--- src/rtl/itcm_ctrl_pkg.sv ---
// Shared ITCM constants and types used by the ITCM controller and its response buffers.
package itcm_ctrl_pkg;

    localparam int ITCM_RAM_AW     = 12;
    localparam int ITCM_RAM_DW     = 32;
    localparam int ITCM_RAM_MW     = ITCM_RAM_DW / 8;
    localparam int ITCM_RAM_DP     = 1 << ITCM_RAM_AW;
    localparam int ITCM_STARVE_MAX = 4;

    // LIVE forwards the RAM output directly; HELD replays the captured word under backpressure.
    typedef enum logic [1:0] {
        RSP_IDLE,
        RSP_LIVE,
        RSP_HELD
    } rsp_state_e;

endpackage

--- src/rtl/itcm_ctrl_rsp_buf.sv ---
// Per-port response stage: one outstanding response, delivered the cycle after accept,
// frozen in a hold register while the consumer stalls.
module itcm_rsp_buf
    import itcm_ctrl_pkg::*;
#(
    parameter int W = 32
) (
    input  logic         clk,
    input  logic         rst,
    input  logic         accept,
    input  logic         acc_ram,
    input  logic [W-1:0] acc_word,
    input  logic [W-1:0] ram_word,
    output logic         rsp_valid,
    input  logic         rsp_ready,
    output logic [W-1:0] rsp_word,
    output logic         free
);

    rsp_state_e   state;
    rsp_state_e   state_nxt;
    logic         src_ram_q;
    logic [W-1:0] fixed_q;
    logic [W-1:0] hold_q;
    logic [W-1:0] live_word;

    assign live_word = src_ram_q ? ram_word : fixed_q;

    always_ff @(posedge clk) begin
        if (rst) begin
            state <= RSP_IDLE;
        end else begin
            state <= state_nxt;
        end
    end

    // The RAM output is only trustworthy for one cycle, so a stalled LIVE word is captured.
    always_ff @(posedge clk) begin
        if (rst) begin
            src_ram_q <= 1'b0;
            fixed_q   <= '0;
            hold_q    <= '0;
        end else begin
            if (accept) begin
                src_ram_q <= acc_ram;
                fixed_q   <= acc_word;
            end
            if (state == RSP_LIVE && !rsp_ready) begin
                hold_q <= live_word;
            end
        end
    end

    always_comb begin
        state_nxt = state;
        case (state)
            RSP_IDLE: begin
                if (accept) state_nxt = RSP_LIVE;
            end
            RSP_LIVE, RSP_HELD: begin
                if (rsp_ready) state_nxt = accept ? RSP_LIVE : RSP_IDLE;
                else           state_nxt = RSP_HELD;
            end
            default: state_nxt = RSP_IDLE;
        endcase
    end

    always_comb begin
        rsp_valid = (state != RSP_IDLE);
        free      = (state == RSP_IDLE) || rsp_ready;
        rsp_word  = '0;
        case (state)
            RSP_LIVE: rsp_word = live_word;
            RSP_HELD: rsp_word = hold_q;
            default:  rsp_word = '0;
        endcase
    end

endmodule

--- src/rtl/itcm_ctrl.sv ---
// ITCM front end: arbitrates IFU fetches and LSU accesses onto the single-port ITCM RAM,
// with LSU priority bounded by a fetch starvation counter.
module itcm_ctrl
    import itcm_ctrl_pkg::*;
#(
    parameter int AW         = ITCM_RAM_AW,
    parameter int DW         = ITCM_RAM_DW,
    parameter int MW         = ITCM_RAM_MW,
    parameter int STARVE_MAX = ITCM_STARVE_MAX
) (
    input  logic          clk,
    input  logic          rst,
    input  logic          ifu_req_valid,
    output logic          ifu_req_ready,
    input  logic [31:0]   ifu_req_addr,
    output logic          ifu_rsp_valid,
    input  logic          ifu_rsp_ready,
    output logic [DW-1:0] ifu_rsp_rdata,
    output logic          ifu_rsp_err,
    input  logic          lsu_req_valid,
    output logic          lsu_req_ready,
    input  logic [31:0]   lsu_req_addr,
    input  logic          lsu_req_write,
    input  logic [DW-1:0] lsu_req_wdata,
    input  logic [MW-1:0] lsu_req_wmask,
    output logic          lsu_rsp_valid,
    input  logic          lsu_rsp_ready,
    output logic [DW-1:0] lsu_rsp_rdata,
    output logic          ram_we,
    output logic [AW-1:0] ram_addr,
    output logic [DW-1:0] ram_din,
    output logic [MW-1:0] ram_wem,
    input  logic [DW-1:0] ram_dout
);

    localparam int SCW = $clog2(STARVE_MAX + 1);
    localparam logic [SCW-1:0] STARVE_LIM = SCW'(STARVE_MAX);

    logic           ifu_free;
    logic           lsu_free;
    logic           ifu_elig;
    logic           lsu_elig;
    logic           ifu_grant;
    logic           lsu_grant;
    logic           ifu_aligned;
    logic           starve_hit;
    logic [SCW-1:0] starve_cnt;
    logic [DW:0]    ifu_rsp_word;
    logic           unused_addr_bits;

    assign unused_addr_bits = ^{ifu_req_addr[31:AW+2], lsu_req_addr[31:AW+2], lsu_req_addr[1:0]};

    assign ifu_aligned = (ifu_req_addr[1:0] == 2'b00);
    assign ifu_elig    = ifu_req_valid && ifu_free;
    assign lsu_elig    = lsu_req_valid && lsu_free;
    assign starve_hit  = (starve_cnt == STARVE_LIM);

    // Nothing is granted during reset, so a request presented on the reset edge is never performed.
    assign lsu_grant     = !rst && lsu_elig && !(ifu_elig && starve_hit);
    assign ifu_grant     = !rst && ifu_elig && (!lsu_elig || starve_hit);
    assign ifu_req_ready = ifu_grant;
    assign lsu_req_ready = lsu_grant;

    always_ff @(posedge clk) begin
        if (rst) begin
            starve_cnt <= '0;
        end else if (!ifu_elig || ifu_grant) begin
            starve_cnt <= '0;
        end else if (lsu_grant && !starve_hit) begin
            starve_cnt <= starve_cnt + 1'b1;
        end
    end

    always_comb begin
        ram_we   = 1'b0;
        ram_addr = '0;
        ram_din  = '0;
        ram_wem  = '0;
        if (lsu_grant) begin
            ram_we   = lsu_req_write;
            ram_addr = lsu_req_addr[AW+1:2];
            ram_din  = lsu_req_wdata;
            ram_wem  = lsu_req_wmask;
        end else if (ifu_grant && ifu_aligned) begin
            ram_addr = ifu_req_addr[AW+1:2];
        end
    end

    // The error flag rides as the top bit of the IFU response word so it is held with the data.
    itcm_rsp_buf #(.W(DW + 1)) u_ifu_rsp (
        .clk       (clk),
        .rst       (rst),
        .accept    (ifu_grant),
        .acc_ram   (ifu_aligned),
        .acc_word  ({!ifu_aligned, {DW{1'b0}}}),
        .ram_word  ({1'b0, ram_dout}),
        .rsp_valid (ifu_rsp_valid),
        .rsp_ready (ifu_rsp_ready),
        .rsp_word  (ifu_rsp_word),
        .free      (ifu_free)
    );

    assign ifu_rsp_err   = ifu_rsp_word[DW];
    assign ifu_rsp_rdata = ifu_rsp_word[DW-1:0];

    itcm_rsp_buf #(.W(DW)) u_lsu_rsp (
        .clk       (clk),
        .rst       (rst),
        .accept    (lsu_grant),
        .acc_ram   (!lsu_req_write),
        .acc_word  ({DW{1'b0}}),
        .ram_word  (ram_dout),
        .rsp_valid (lsu_rsp_valid),
        .rsp_ready (lsu_rsp_ready),
        .rsp_word  (lsu_rsp_rdata),
        .free      (lsu_free)
    );

endmodule

--- config.mk ---
export PLATFORM = sky130hd
export DESIGN_NAME = itcm_ctrl
export DESIGN_NICKNAME = d
export VERILOG_FILES = /design/src/rtl/itcm_ctrl_pkg.sv /design/src/rtl/itcm_ctrl_rsp_buf.sv /design/src/rtl/itcm_ctrl.sv
export SDC_FILE = /design/constraint.sdc
export NUM_CORES = 1
export LEC_CHECK = 0
export CORE_ASPECT_RATIO = 1.4
export CORE_UTILIZATION = 38
export CTS_BUF_LIST = sky130_fd_sc_hd__clkbuf_16
export CTS_CLUSTER_SIZE = 10
export DETAILED_ROUTE_END_ITERATION = 8
export GPL_TIMING_DRIVEN = 0
export HOLD_SLACK_MARGIN = 0.02
export PLACE_DENSITY_LB_ADDON = 0.05
export SLEW_MARGIN = 20
export SYNTH_ARGS = -nofsm -noshare
export SYNTH_HDL_FRONTEND = slang
export SYNTH_SLANG_ARGS = --single-unit
--- constraint.sdc ---
create_clock -name clk -period 2.4 [get_ports clk]
set_input_delay 0.36 -clock clk [delete_from_list [all_inputs] [get_ports clk]]
set_output_delay 0.36 -clock clk [all_outputs]
set_load 0.005 [all_outputs]
; Word level (Yosys, flattened, before mapping)
; Index checks and enable logic that the tools add are counted.
; W data, S select, Z words.
[word_totals]
latch_bits = 0
rom_bits = 0
output_inout_bits = 118
n_memories = 0
register_bits = 75
elab_cells = 65
input_bits = 139
mem_bits_rw = 0
[classes]
shift = 0
n_mul = 0
n_bitwise = 0
addsub = 1
n_eq_ne = 7
div = 0
n_reduce_logical = 32
mux = 17
n_lt_le_gt_ge = 0
[op_table]
columns = operator, count
row1 = $pmux W33 S2, 1
row2 = $mux W32, 2
row3 = $pmux W32 S2, 1
row4 = $mux W33, 1
row5 = $mux W12, 2
row6 = $logic_and A1 B1 Y1, 11
row7 = $logic_not A1 Y1, 9
row8 = $mux W2, 4
row9 = $pmux W2 S2, 2
row10 = $logic_not A2 Y1, 3
row11 = $reduce_or A2 Y1, 3
row12 = $eq A2 B1 Y1 const B, 2
row13 = $eq A2 B2 Y1 const B, 2
row14 = $logic_or A1 B1 Y1, 4
row15 = $mux W4, 1
row16 = $ne A2 B2 Y1 const B, 2
row17 = $reduce_bool A2 Y1, 2
row18 = $add A3 B1 Y3 const B, 1
row19 = $eq A3 B3 Y1 const B, 1
row20 = $mux W1, 3

; Longest topological paths before layout
[logic_depth]
ltp_word = 9
mapped_depth = 7

; Cells and area by module
; From an unflattened synthesis, not the netlist that was laid out.
[hier_totals]
hier_cells = 769
area_unflattened_um2 = 7196.9
[modules_own_cells]
columns = module, n_inst, area_per_inst_um2, cells_per_inst, seq_area_each_um2
row1 = itcm_rsp_buf at u_ifu_rsp, 1, 3338.2, 350, 1381.3
row2 = itcm_rsp_buf at u_lsu_rsp, 1, 3258.1, 340, 1341.3
row3 = itcm_ctrl, 1, 600.6, 79, 60.1

; Worst setup path after synthesis
; No wires, ideal clock.
[synth_timing]
path_kind = reg2out
startpoint = reg u_ifu_rsp.state[0]
endpoint = out ram_addr[10]
stages_incl_launch_ff = 7
setup_slack_ps = 490
t_arrival_ps = 1550
path_buffers = 1
t_required_ps = 2040
cell_sequence = dfxtp_1 > inv_1 > ha_1 > o2111ai_1 > nor3b_4 > clkbuf_2 > a22o_1
[synth_via]
elab_chain_len = 8
word_cells_on_any_way = 11
cone_classes = 2 x mux / 9 x reduce/logical
[synth_lines]
columns = element, line
row1 = start: declaration, itcm_ctrl_rsp_buf.sv:20  ; rsp_state_e state;
row2 = start signal: assignment, itcm_ctrl_rsp_buf.sv:33  ; state <= state_nxt;
row3 = $logic_not A2 Y1 (*), itcm_ctrl_rsp_buf.sv:70  ; free = (state == RSP_IDLE) || rsp_ready;
row4 = $logic_or A1 B1 Y1 (*), itcm_ctrl_rsp_buf.sv:70
row5 = $logic_and A1 B1 Y1 (*), itcm_ctrl.sv:54  ; assign ifu_elig = ifu_req_valid && ifu_free;
row6 = $logic_and A1 B1 Y1 (2 in series), itcm_ctrl.sv:60  ; assign ifu_grant = !rst && ifu_elig && (!lsu_elig || starve_hit);
row7 = $logic_and A1 B1 Y1, itcm_ctrl.sv:84  ; end else if (ifu_grant && ifu_aligned) begin
row8 = $mux W12, itcm_ctrl.sv:84
row9 = $mux W12 (*), itcm_ctrl.sv:79  ; if (lsu_grant) begin
row10 = end: declaration, itcm_ctrl.sv:30  ; output logic [AW-1:0] ram_addr,
; Every way passes the cells marked *; elsewhere a longest branch is shown, timed or not.

; Final worst setup path
[layout_timing]
startpoint = in ifu_req_valid
endpoint = out ram_addr[10]
[layout_via]
elab_chain_len = 6
word_cells_on_any_way = 9
cone_classes = 2 x mux / 7 x reduce/logical
[layout_lines]
columns = element, line
row1 = start: declaration, itcm_ctrl.sv:13  ; input logic ifu_req_valid,
row2 = $logic_and A1 B1 Y1 (*), itcm_ctrl.sv:54
row3 = $logic_and A1 B1 Y1 (2 in series), itcm_ctrl.sv:60
row4 = $logic_and A1 B1 Y1, itcm_ctrl.sv:84
row5 = $mux W12, itcm_ctrl.sv:84
row6 = $mux W12 (*), itcm_ctrl.sv:79
; Marks and branches as above.

==> flow_summary.yaml <==
sta:
  period_minus_slack_ns: 2.47
  relSlewSlack: 0.637
  skew_ns: 0.00563
  slew_viol_final: 0
  final.setup.tns_ns: -0.596
  rsz0062_at_grt: "yes"
  finalCritPeriodShare: 1.03
  final_hold_viol_count: 0
  worstMarginPinSlew_ns: 0.544
  holdWs_ns: 0.420
  fmax_mhz: 404
  setup_slack_ns: -0.0745
  setup_violations: 11
die:
  core-area_um2: 11000
  io_pins: 257
  num_rows: 45
  start_util: 0.395
  die_w_um: 92.3
  die_y_um: 128
  die-area_um2: 11800
placed_design:
  port_buffers: 218
  place_congestion: 0.863
  hpwlAfterDp_um: 12900
pwr:
  comb_power_share: 0.238
  powerDensity_nw_per_um2: 448
  internal-power_mw: 2.39
  p_sw_frac: 0.285
  p_leak_nw: 3.07
  ir_worst_vdd_uv: 360
  clock_power_share: 0.379
  p_seq_frac: 0.383
  p_switching_mw: 0.951
clocking:
  holdBufCountCts: 0
  clock_latency_ns: 0.34
  cts.clk_slew.worst_paths_ns: 0.06
  cts_buffers: 9
  cts-root-buf: "clkbuf_16"
  cts.path.max_buffers: 2
  clock-sinks: 75
  cts_tree: "built"
  ctsHtreeMaxLevel: 3
critical_path:
  path_class: "primary input to primary output"
  end_kind: "primary output"
  cp.required_ns: 2.04
  critical_path.slowest_cell: "clkdlybuf4s50_1"
  cp.arrival_ns: 2.11
  startpoint_type: "primary input"
  max_stage_delay_ns: 0.56
  critPathBufInv: 6
  crit_path_cell_trace: "clkdlybuf4s50_1 > o2111ai_4 > nor3b_4 > buf_12 > buf_6 > clkbuf_16 > buf_8 > a22o_1 > buf_2"
  crit_family: "buffers and inverters"
  path_max_fanout: 6
logic_synthesis:
  avgSynthCellArea_um2: 7.59
  ys_ff_latch: 75
  synthCells: 571
  synthXorXnorAreaFrac: 0.00202
  synth_fp_nets: 720
  synth.distinct_cells: 35
  synth_top_family_by_area: "simple AND/OR/NAND/NOR gates"
  synth-seq-area-share: 0.346
  yosys_warnings: 0
  syn_area_um2: 4340
  synth-simple-area-share: 0.324
  synth_compound_area_frac: 0.228
  synthMuxAreaShare: 0.00750
  synth_adder_area_share: 0.0289
outcome:
  status: "finished, violations left"
  violations: "negative setup slack"
global_routing:
  grt_pass1_wl_um: 26200
  grt_max_degree: 15
  grt_overflow_total: 0
  antenna_found_initial: 0
  gr-usage-all-layers: 0.286
  grt_pass1_vias: 5213
routing:
  viasPerCell: 5.41
  routed_wl_um: 17400
  drcViolationCount: 0
  ant_nets: 0
  drtPass1Iterations: 6
  routed-via-count: 5268
  drtIter0Drc: 299
  post_drt_wl_per_cell_um: 17.9
run:
  cap_viol_max_count: 0
finish:
  finalNetCount: 976
  drive_gt1_frac: 0.192
  antenna_cells: 0
  area_growth_pct: 71.8
  fillers: 983
min_path:
  hold_path.class: "register to register"
cell families (layout without fill, tap and decap cells):
family                     after synthesis  after routing
and+or+nand+nor                        263            263
AOI/OAI and AO/OA                      152            152
DFF                                     75             75
buffers and inverters                   67            328
adders and majority gates               10             10
muxes                                    3              3
xor gates and xnor gates                 1              1
synthesized netlist by cell type (all sizes together):
cell type  count  area, um2
or2b           1       7.51
or4b           1       10.0
nor4           1       12.5
nand2b         3       18.8
a22oi         65        488
o21a           1       7.51
ha            10        125
or4            1       7.51
nand3         65        325
buf           17       82.6
xnor2          1       8.76
inv            9       33.8
o31ai          1       7.51
o22ai          1       6.26
nor2b         69        432
a22o          12        105
mux2           2       22.5
nand2         69        259
o21ai          2       17.5
a211o          1       8.76
nor3           3       20.0
clkbuf        41        158
a21oi         68        340
nor4bb         1       10.0
and2          40        250
dfxtp         75       1500
nor3b          2       26.3
mux2i          1       10.0
o2111ai        1       8.76
nor2           7       26.3
layout by cell type (no fill, tap or decap), types with 2 or more instances in the layout:
cell / synthesis / layout
a21oi_1: 68 / 68
a22o_1: 12 / 12
a22oi_1: 65 / 65
and2_1: 40 / 31
and2_4: 0 / 9
buf_1: 6 / 6
buf_2: 9 / 36
buf_4: 2 / 20
buf_6: 0 / 15
buf_8: 0 / 9
clkbuf_1: 38 / 20
clkbuf_16: 0 / 11
clkbuf_2: 3 / 15
clkbuf_4: 0 / 2
clkbuf_8: 0 / 3
clkdlybuf4s15_2: 0 / 5
clkdlybuf4s50_1: 0 / 129
clkinv_4: 0 / 2
clkinvlp_4: 0 / 3
dfxtp_1: 75 / 70
dfxtp_2: 0 / 3
dfxtp_4: 0 / 2
dlygate4sd2_1: 0 / 14
dlymetal6s2s_1: 0 / 25
ha_1: 10 / 3
ha_4: 0 / 6
inv_1: 9 / 5
inv_2: 0 / 2
inv_6: 0 / 2
mux2_2: 2 / 2
nand2_1: 69 / 69
nand2b_1: 3 / 3
nand3_1: 65 / 65
nor2_1: 7 / 7
nor2b_1: 69 / 68
nor3_1: 2 / 2
o21ai_4: 0 / 2
state kept, by name, indices dropped and copies added (netlist names):
register,count
u_ifu_rsp.hold_q,33
u_lsu_rsp.hold_q,32
starve_cnt,3
u_ifu_rsp.state,2
u_lsu_rsp.state,2
u_ifu_rsp.fixed_q,1
u_ifu_rsp.src_ram_q,1
u_lsu_rsp.src_ram_q,1
timing repair:
action | in CTS | in global routing
resized for setup | 261 | 84
pin swaps | 12 | 8
setup buffers | 21 | 7
setup endpoints to repair | 116 | 101
gates cloned | 1 | 2
worst reg2reg max path, delay by kind of cell (launching register included):
kind	cells	cell delay, ns
buffers and inverters	5	0.54
AO/OA/AOI/OAI	2	0.39
flip-flops	1	0.37
multiplexers	1	0.32
AND/OR/NAND/NOR	1	0.26
adder cells (fa/ha/maj)	1	0.16
through the flow:
| stage | util | cell area (um2) | setup WS (ns) | total power [mW] | cells |
|---|---|---|---|---|---|
| global placement | 0.610 | 6700 | -0.648 | 1.98 | 930 |
| detailed placement | 0.610 | 6700 | -0.660 | 1.99 | 930 |
| global route | 0.678 | 7450 | -0.140 | 3.45 | 973 |
| floorplan | - | 4340 | 0.490 | 1.59 | 571 |
| finish | 0.678 | 7450 | -0.0745 | 3.34 | 973 |
| CTS | 0.662 | 7270 | -0.0779 | 3.30 | 964 |
layer usage:
| layer | wire length (um) | GRT usage | vias up |
|---|---|---|---|
| li1 | - | - | 2498 |
| met1 | 6100 | 0.299 | 2456 |
| met2 | 9430 | 0.542 | 276 |
| met3 | 1290 | 0.0585 | 38 |
| met4 | 614 | 0.136 | 0 |
| met5 | 0 | 0 | - |
power groups by stage:
stage	registers [mW]	logic [mW]	clock network [mW]
after CTS	1.27	0.750	1.27
after detailed placement	1.30	0.694	0
final	1.28	0.796	1.26
after global routing	1.28	0.843	1.33
after floorplan	1.30	0.290	0
after global placement	1.30	0.687	0
final cells by class:
| type | instances | area, um2 | share of cell area |
|---|---|---|---|
| Buffer | 54 | 387 | 0.0519 |
| Clock buffer | 9 | 225 | 0.0302 |
| Clock inverter | 7 | 53.8 | 0.00722 |
| Inverter | 9 | 41.3 | 0.00554 |
| Multi-Input combinational cell | 429 | 2710 | 0.364 |
| Sequential cell | 75 | 1510 | 0.203 |
| Tap cell | 141 | 176 | 0.0237 |
| Timing Repair Buffer | 249 | 2340 | 0.314 |
final timing paths:
check	from	end	slack (ns)	cells past startpoint
min reg2reg	starve_cnt[0]	starve_cnt[0]	0.42	1
max	ifu_req_valid	ram_addr[10]	-0.07	9
max reg2reg	u_ifu_rsp.state[0]	u_lsu_rsp.state[0]	0.27	10
min	starve_cnt[0]	starve_cnt[0]	0.42	1
Note: power is estimated with default switching activity, not from simulation.
==> edit 1 (same flow settings) <==
Change the package constant `ITCM_RAM_AW` from 12 to 10.
--- a/src/rtl/itcm_ctrl_pkg.sv
+++ b/src/rtl/itcm_ctrl_pkg.sv
@@ -3,3 +3,3 @@
 
-    localparam int ITCM_RAM_AW     = 12;
+    localparam int ITCM_RAM_AW     = 10;
     localparam int ITCM_RAM_DW     = 32;
Ports: changed (resized ram_addr); port bits go from 257 to 255. No check against the original RTL was run, so the function may have changed too.
==> edit 1 against the unedited design <==
  * The run still ends with negative setup slack left
  * Synthesized area up 0.46%
  * Final cell count up 0.31%
  * Utilization up 0.54 points
  * Largest power group is now clock
  * Sequential cell count unchanged
  * Register-to-register slack better by 220 ps
  * Fmax down 0.40%
  * Routed wire length down 0.88%
  * Setup slack worse by 9.9 ps
  * Critical endpoint is now ram_din[9]
  * Power up 8.3%
  * Design area up 0.79%
==> edit 1: results (changes against the unedited design) <==
* Worst-margin pin slew at 555 ps (+10.7 ps)
* Failing checks: negative setup slack
* Final WS setup at -84.4 ps (-9.91 ps)
* I/O Buffers at 212 (-2.8%)
* Resize count post-CTS at 284 (+8.8%)
* Crit path max-delay cell type: dfxtp_2
* Final nets at 979 (+0.31%)
* Vias in the first global route at 5,191 (-0.42%)
* Synthesized Nets at 717 (-0.42%)
* Pin count of the biggest net entering global routing at 20 (+5)
* Hold WS at 423 ps (+3.24 ps)
* Crit path largest cell delay at 350 ps (-210 ps)
* Worst reg2reg path depth at 8 (-2)
* Clk_skew at 4.14 ps (-1.49 ps)
* Internal reg-to-reg setup slack at 490 ps (+220 ps)
* Endpoints failing setup at 21 (+10)
* Peak VDD IR at 317 uV (-12%)
* Layout cells sized above 1 at 22.9% (+3.6 points)
* Unique cell type count in the Yosys netlist at 38 (+8.6%)
* GR Util All Layers at 28.8% (+0.16 points)
* Hpwl dp at 12,500 um (-2.7%)
* Met3 wire length at 1290 um (+0.31%)
* Routability Congestion at 0.838 (-3.0%)
* Comb pwr at 0.000810 W (+2%)
* CP startpoint kind: register
* Via Count at 5,308 (+0.76%)
* Worst Path Max Fanout at 5 (-1)
* Outcome: finished with violations
* M1 WL at 6100 um (about the same)
## edit 1: cell count changes after synthesis, sizes merged
| cell | delta |
|---|---|
| a22o | -2 |
| buf | +10 |
| clkbuf | -11 |
## edit 1: final cells by class
type                    instances  area, sq um
clock inverters                 7          108
inverters                       9         36.3
flip-flops and latches         75         1510
fillers                       977         3470
well taps                     141          176
repair buffers                257         2360
clock buffers                   9          225
plain buffers                  51          358
multi-input cells             427         2740
## edit 1: routing by layer
metal / up-vias / track usage, %
li1: 2495 / -
met1: 2489 / 29.6
met3: 42 / 6.44
met4: 0 / 15.1
met5: - / 0
met2: 282 / 53.9
## edit 1: critical path: cells and delay by family (launching register included)
family                     cells  cell delay, ps
and+or+nand+nor                2             440
adders and majority gates      1             160
AOI/OAI and AO/OA              1             230
DFF                            1             350
buffers and inverters          6             600
## edit 1: cell families (layout without fill, tap and decap cells)
| group | after synthesis | count (layout) | share of synthesized area, % |
|---|---|---|---|
| AO/OA/AOI/OAI | 150 | 150 | 22.7 |
| XOR/XNOR | 1 | 1 | 0.201 |
| adder cells (fa/ha/maj) | 10 | 10 | 2.87 |
| buffers and inverters | 66 | 333 | 6.40 |
| flip-flops | 75 | 75 | 34.5 |
| multiplexers | 3 | 3 | 0.833 |
| AND/OR/NAND/NOR | 263 | 263 | 32.5 |
## edit 1: stage by stage
step	utilization, %	setup TNS [ps]	power, W	std cells	area, sq um
4_1_cts	67.2	-245	0.00357	966	7370
5_1_grt	68.4	-2720	0.00373	976	7510
6_report	68.4	-924	0.00362	976	7510
3_5_place_dp	60.6	-26540	0.00199	921	6660
3_3_place_gp	60.6	-25570	0.00198	921	6660
2_1_floorplan	-	0	0.00159	568	4360
==> edit 2 (config.mk and constraints unchanged) <==
Without the edit above. Put a register stage on the output `ifu_rsp_err`. The value now appears one clock later. The other outputs are not delayed to match.
--- a/src/rtl/itcm_ctrl.sv
+++ b/src/rtl/itcm_ctrl.sv
@@ -102,3 +102,5 @@
 
-    assign ifu_rsp_err   = ifu_rsp_word[DW];
+    always_ff @(posedge clk) begin
+        ifu_rsp_err <= ifu_rsp_word[DW];
+    end
     assign ifu_rsp_rdata = ifu_rsp_word[DW-1:0];
Function: changed (Yosys sat finds a counterexample within 4 cycles, from zero or initial values and one cycle with rst high).
==> edit 2 against the unedited design <==
  * Setup slack worse by 61 ps
  * Largest power group is now clock
  * Sequential cell count grew 1
  * Routed wire length rose by 7.5%
  * Count of clock-buffer cells in the layout stayed put
  * Design area up 12%
  * Worst hold slack gained 32 ps
  * The run still ends with negative setup slack left
  * Critical endpoint is now ram_addr[1]
  * Power grew 9.7%
  * Synthesized area up 6.0%
  * Critical path depth is 2 higher
  * Clock power rose by 15%
==> edit 2: results (changes against the unedited design) <==
* Outcome: finished with violations
* Failing checks: negative setup slack
* Internal reg-to-reg setup slack at 400 ps (+130 ps)
* Final WS setup at -136 ps (-61.5 ps)
* Initial antenna violation count at 0 (unchanged)
* Crit path to: ram_addr[1]
* Layout cells sized above 1 at 33.3% (+14 points)
* I/O Buffers at 218 (unchanged)
* First-pass GRT wire length at 28,500 um (+8.7%)
* Synth Flop Type: dfxtp_1
* Hpwl dp at 12,700 um (-0.83%)
* H-tree level count at 3 (unchanged)
* Instance area at placement at 6960 sq um (+4.0%)
* Via Count at 5,660 (+7.4%)
* Leakage power total at 3.42 nW (+11%)
* Routability Congestion at 0.817 (-5.4%)
* Synthesized Nets at 753 (+4.6%)
* Clk_skew at 6.07 ps (+0.445 ps)
* Vias in the first global route at 5,762 (+11%)
* Top Metal Used: met4
* Place WS at -603 ps (+56.9 ps)
* Hold crit path type: reg2reg
* Worst Path Max Fanout at 5 (-1)
* Number of DRC markers in iteration 0 at 364 (+22%)
* Setup tns final at -810 ps (-214 ps)
* Endpoints failing setup at 14 (+3)
* List of most frequent post-synthesis cells: 76 x dfxtp_1, 69 x nand2_1, 69 x nor2b_1
* M1 WL at 6190 um (+1.4%)
* Final nets at 1,045 (+7.1%)
* Pin count of the biggest net entering global routing at 14 (-1)
* Met3 wire length at 1190 um (-7.1%)
* Rel. slew slack at 60.3% (-3.5 points)
* Peak VDD IR at 356 uV (-1.1%)
* Max-cap viol count at 0 (unchanged)
* DR pass1 iterations at 5 (-1)
* CP startpoint: u_ifu_rsp.state[0]
* Clk_lat worst skew at 340 ps (about the same)
* Worst r2r src: u_ifu_rsp.state[1]
* Worst reg2reg path depth at 8 (-2)
* Hold path start: u_lsu_rsp.hold_q[4]
* GR Util All Layers at 29.8% (+1.1 points)
* Met2 WL post-DR at 10,200 um (+8.6%)
* Sequential share of the synthesized area at 33.1% (-1.5 points)
* Final wirelength at 18,800 um (+7.5%)
* Asr flop ratio synth at 0% (unchanged)
* RR Endpoint: u_ifu_rsp.hold_q[2]
* Synth area leaders: dfxtp_1 33%, a22oi_1 11%, nor2b_1 9.4%
==> edit 2: worst min path at each step <==
stage / slack [ps] / to / cells past startpoint
after floorplan: 420 / starve_cnt[0] / 1
after global placement: 430 / starve_cnt[0] / 1
after detailed placement: 440 / u_lsu_rsp.hold_q[4] / 2
after CTS: 450 / u_lsu_rsp.hold_q[4] / 2
after global routing: 470 / u_lsu_rsp.hold_q[4] / 2
final: 450 / u_lsu_rsp.hold_q[4] / 2
==> edit 2: worst max-delay path: stages, from the launching register on <==
cell and delay, ps:
dfxtp_4 360, inv_4 70, ha_4 150, o2111ai_4 130, nor3b_4 170, buf_6 140, buf_6 120, buf_12 120
buf_8 120, buf_12 110, a22o_1 200, buf_2 130
==> edit 2: cell families after synthesis <==
family | after synthesis | share of synthesized area [%]
AOI/OAI and AO/OA | 152 | 21.5
xor gates and xnor gates | 1 | 0.191
adders and majority gates | 10 | 2.72
buffers and inverters | 99 | 11.2
DFF | 76 | 33.1
muxes | 3 | 0.708
and+or+nand+nor | 263 | 30.6
==> edit 2: what timing repair did <==
item	in CTS	in global routing
gates resized for setup	373	120
endpoints found under the hold margin	0	0
hold buffers	0	0
pin swaps	26	32
gates cloned	8	1
setup endpoints to repair	115	82
buffers inserted	54	10
==> edit 2: final cells by class <==
type	instances	area, sq um
inverter	9	38.8
buffer	84	647
multi-input combinational	429	2890
tap	147	184
sequential	76	1530
clock buffer	9	225
clock inverter	7	91.3
timing repair buffer	287	2750
fill	978	3460
==> edit 2: stage by stage <==
step / util [%] / std cells
2_1_floorplan: - / 604
3_3_place_gp: 58.9 / 969
3_5_place_dp: 58.9 / 969
4_1_cts: 68.7 / 1042
5_1_grt: 70.7 / 1048
6_report: 70.7 / 1048
==> edit 2: layer usage <==
layer,global-route usage [%],vias up
met2,54.4,285
met5,0,-
li1,-,2639
met4,19.8,0
met1,29.7,2662
met3,5.36,74
==> edit 2: power breakdown <==
group          internal (W)  switching [W]  total [W]
sequential          0.00128      0.0000140    0.00129
clock              0.000906       0.000544    0.00145
combinational      0.000515       0.000405   0.000920
